<file path="config.mk">
export PLATFORM = sky130hd
export DESIGN_NAME = operand_fetch
export DESIGN_NICKNAME = d
export VERILOG_FILES = /design/src/rtl/operand_fetch.sv
export SDC_FILE = /design/constraint.sdc
export NUM_CORES = 1
export LEC_CHECK = 0
export BUFFER_PORTS_ARGS = -buffer_cell sky130_fd_sc_hd__buf_2
export CORE_UTILIZATION = 55
export CTS_BUF_LIST = sky130_fd_sc_hd__clkbuf_2
export DETAILED_ROUTE_END_ITERATION = 6
export PLACE_DENSITY = 0.86
export SYNTH_ARGS = -nofsm -noshare
export SYNTH_HDL_FRONTEND = slang
export SYNTH_SLANG_ARGS = --single-unit
</file>
<file path="constraint.sdc">
create_clock -name clk -period 3.8 [get_ports clk]
set_input_delay 0.38 -clock clk [delete_from_list [all_inputs] [get_ports clk]]
set_output_delay 0.38 -clock clk [all_outputs]
set_load 0.03 [all_outputs]
</file>
<file path="src/rtl/operand_fetch.sv">
// operand_fetch: fetches one or two register operands through a shared read port and holds them coherent until execute takes them
module operand_fetch #(
  parameter int DATA_W = 16,
  parameter int ADDR_W = 3
) (
  input  logic              clk,
  input  logic              rst_b,
  input  logic              req_valid,
  output logic              req_ready,
  input  logic [ADDR_W-1:0] req_src_a,
  input  logic [ADDR_W-1:0] req_src_b,
  input  logic              req_need_b,
  output logic [ADDR_W-1:0] rd_addr,
  input  logic [DATA_W-1:0] rd_data,
  input  logic              wr_en,
  input  logic [ADDR_W-1:0] wr_addr,
  input  logic [DATA_W-1:0] wr_data,
  output logic              out_valid,
  input  logic              out_ready,
  output logic [DATA_W-1:0] op_a,
  output logic [DATA_W-1:0] op_b
);
  typedef enum logic [1:0] {IDLE, READ_A, READ_B, HOLD} state_t;
  state_t state_q, state_d;
  logic [ADDR_W-1:0] src_a_q, src_a_d, src_b_q, src_b_d;
  logic need_b_q, need_b_d;
  logic [DATA_W-1:0] op_a_q, op_a_d, op_b_q, op_b_d;
  logic [DATA_W-1:0] fwd;
  logic hit_a, hit_b;
  assign hit_a = wr_en && (wr_addr == src_a_q);
  assign hit_b = wr_en && (wr_addr == src_b_q);
  assign fwd = (wr_en && (wr_addr == rd_addr)) ? wr_data : rd_data;
  assign op_a = op_a_q;
  assign op_b = op_b_q;
  // next state, read address, operand capture and write snooping
  always_comb begin
    state_d   = state_q;
    src_a_d   = src_a_q;
    src_b_d   = src_b_q;
    need_b_d  = need_b_q;
    op_a_d    = op_a_q;
    op_b_d    = op_b_q;
    req_ready = (state_q == IDLE);
    out_valid = (state_q == HOLD);
    rd_addr   = (state_q == READ_A) ? src_a_q : (state_q == READ_B) ? src_b_q : '0;
    case (state_q)
      IDLE: if (req_valid) begin
        src_a_d  = req_src_a;
        src_b_d  = req_src_b;
        need_b_d = req_need_b;
        op_b_d   = '0;
        state_d  = READ_A;
      end
      READ_A: begin
        op_a_d  = fwd;
        state_d = need_b_q ? READ_B : HOLD;
      end
      READ_B: begin
        op_b_d  = fwd;
        op_a_d  = hit_a ? wr_data : op_a_q;
        state_d = HOLD;
      end
      HOLD: if (out_ready) state_d = IDLE;
      else begin
        op_a_d = hit_a ? wr_data : op_a_q;
        op_b_d = (need_b_q && hit_b) ? wr_data : op_b_q;
      end
      default: state_d = IDLE;
    endcase
  end
  // state and operand registers, cleared asynchronously
  always_ff @(posedge clk or negedge rst_b) begin
    if (!rst_b) begin
      state_q  <= IDLE;
      src_a_q  <= '0;
      src_b_q  <= '0;
      need_b_q <= 1'b0;
      op_a_q   <= '0;
      op_b_q   <= '0;
    end else begin
      state_q  <= state_d;
      src_a_q  <= src_a_d;
      src_b_q  <= src_b_d;
      need_b_q <= need_b_d;
      op_a_q   <= op_a_d;
      op_b_q   <= op_b_d;
    end
  end
endmodule

</file>
==> metrics.txt <==
status complete, but fails checks; failing checks DRC; Leakage 1.29 nW; Worst-Skew Late Latency 0.44 ns; Post-synth EDFFs 0; global-route wire length before repair 11.4 mm; CTS clk-pin slew, worst paths 0.25 ns; placed cells 388; FF-to-FF Start state_q[0]; most frequent cell after synthesis dfrtp_1; final critical-path required period 3.12 ns; CTS Buf Count 5; die height 70.6 um; setup violators final 0; crit path DAT 3.43 ns; post-synthesis sequential area ratio 39.7%; largest cells by area after synthesis dfrtp_1 40%, a311oi_1 5.4%, nor2_1 5.2%; Core Rows 24; Max Slew Vio Count 0; post-layout util 66.8%; routed vias 2563; number of global-route vias before repair 2362; # nets final 394; cell taking the most area after synthesis dfrtp_1; share of cells above drive strength 1 33.4%; Iteration-0 DRC Markers 261; Mapped Area 2590 um2; synth warn 0; WL/cell 17.8 um; Clock Sinks 41; period utilisation layout 82.2%; clk buf depth 2; critical path required time 4.11 ns; CP Launch Type flip-flop; unique cell type count in the Yosys netlist 47; Starting Density 58.2%; Critical Path Start state_q[0]; post_cts resized 0; RSZ-0062 raised after global routing false; number of diodes 0; Worst Skew 0.0343 ns; dpl hpwl 4.84 mm; # port buffers 83; fmax 320 MHz; Post-synth top flop dfrtp_1; gr usage total 29.2%; Via density 6.47; DRC viols 14; pin slew with the least headroom to its limit 1.32 ns; power per cell area 1130 nW/um2; Area growth, synth to finish 14.8%; 1st-pass router iterations 7; WL final 7.05 mm; Synth top cells by count 41 x dfrtp_1, 36 x nor2_1, 20 x o21ai_0; Final Hold Fails 0; post-synth top area share 39.7%; Synth Instances 272; Overflow after GRT 0; final non-filler cell total 396; die area 4980 um2; worst-path fanout max 19; Synth async-reset ratio 100%; Detail Route Antenna Nets 0; # hold bufs at CTS 0; Clock Root Buffer clkbuf_2; syn nets 323; Final Wtd Congestion 0.827; Hold Crit Class in -> async; # IOs 84; post-CTS setup buffer count 0; max-cap violations 0; TritonCTS clock tree done; initial antenna violation count 0; pin count of the biggest net entering global routing 42; core box area 4440 um2; synthesized area per cell 9.51 um2; maximum VDD drop 0.000538 V; Die W 70.6 um; critical path class reg -> reg; htree depth 2; Pwr Total 3.35 mW; fill cell count 391; setup tns final 0 ns; Hold WS 0.0250 ns; Seq cells post-synth 41; relative slew slack 11.7%; endpoint class of the critical path flip-flop
==> cells by family after synthesis <==
| logic type | count (synthesis) | share of synthesized area [%] |
|---|---|---|
| compound gates | 116 | 32.8 |
| simple gates | 71 | 13.0 |
| flops | 41 | 39.7 |
| buf+inv | 27 | 7.25 |
| mux | 7 | 3.05 |
| xor+xnor | 6 | 2.32 |
| fa+ha+maj | 4 | 1.93 |
==> cells in the final DEF, fill, tap and decap left out, types with 2 or more instances in the layout <==
cell type,instances
a21oi_1,3
a311oi_1,16
a31oi_1,17
buf_2,83
buf_4,4
clkbuf_2,5
clkinv_2,2
dfrtp_1,41
ha_1,4
inv_1,4
mux2_2,7
nand2_1,8
nand3_1,16
nand4_1,2
nor2_1,35
nor2_2,2
o211ai_1,16
o21a_1,16
o21ai_0,20
o22ai_1,15
xnor2_1,5
==> critical path, stage by stage, from the launching register on <==
cell     delay (ns)
dfrtp_1        0.49
inv_1          0.09
ha_1           0.38
buf_4          0.28
nor2_2         0.67
o21ai_1        0.70
nand3_1        0.27
a31oi_1        0.10
==> report_power, final <==
| group | internal, mW | total [mW] | switching, mW | leakage (nW) |
|---|---|---|---|---|
| Sequential | 0.681 | 0.860 | 0.179 | 0.482 |
| Clock | 0.0428 | 0.203 | 0.160 | 0.0287 |
| Combinational | 0.777 | 2.29 | 1.51 | 0.777 |
==> registers in the layout (all words and copies together) (netlist names) <==
| name | count |
|---|---|
| state_q | 2 |
| src_b_q | 3 |
| need_b_q | 1 |
| op_b | 16 |
| src_a_q | 3 |
| op_a | 16 |
==> final cells by class <==
class / instances / area [um2] / share of cell area [%]
clock inverters: 3 / 17.5 / 0.590
clock buffers: 5 / 25.0 / 0.842
repair buffers: 87 / 445 / 15.0
multi-input cells: 204 / 1380 / 46.3
inverters: 4 / 15.0 / 0.505
flip-flops and latches: 41 / 1030 / 34.5
well taps: 52 / 65.1 / 2.19
==> path summary, 6_finish.rpt <==
path,endpoint,slack [ns],cells past startpoint
worst min register to register,op_a[0],0.57,2
min in group clk,src_a_q[1],0.15,2
worst max-delay path,op_a[8],0.68,7
worst min-delay path,op_b[11],0.03,1
max in group asynchronous,op_a[6],3.17,1
worst max register to register,op_a[8],0.68,7
==> routing by layer <==
metal	GRT usage, %	vias up	wire [um]
met5	0	-	0
met4	10.9	0	103
met3	5.13	12	526
met2	48.1	132	3460
met1	39.0	1237	2960
li1	-	1182	-
==> per-stage QoR <==
step	setup slack (ns)	cell area, um2
finish	0.678	2970
global route	0.472	2970
floorplan	1.63	2590
detailed placement	0.806	2930
global placement	0.856	2930
CTS	0.766	2970
Note: power is estimated with default switching activity, not from simulation.
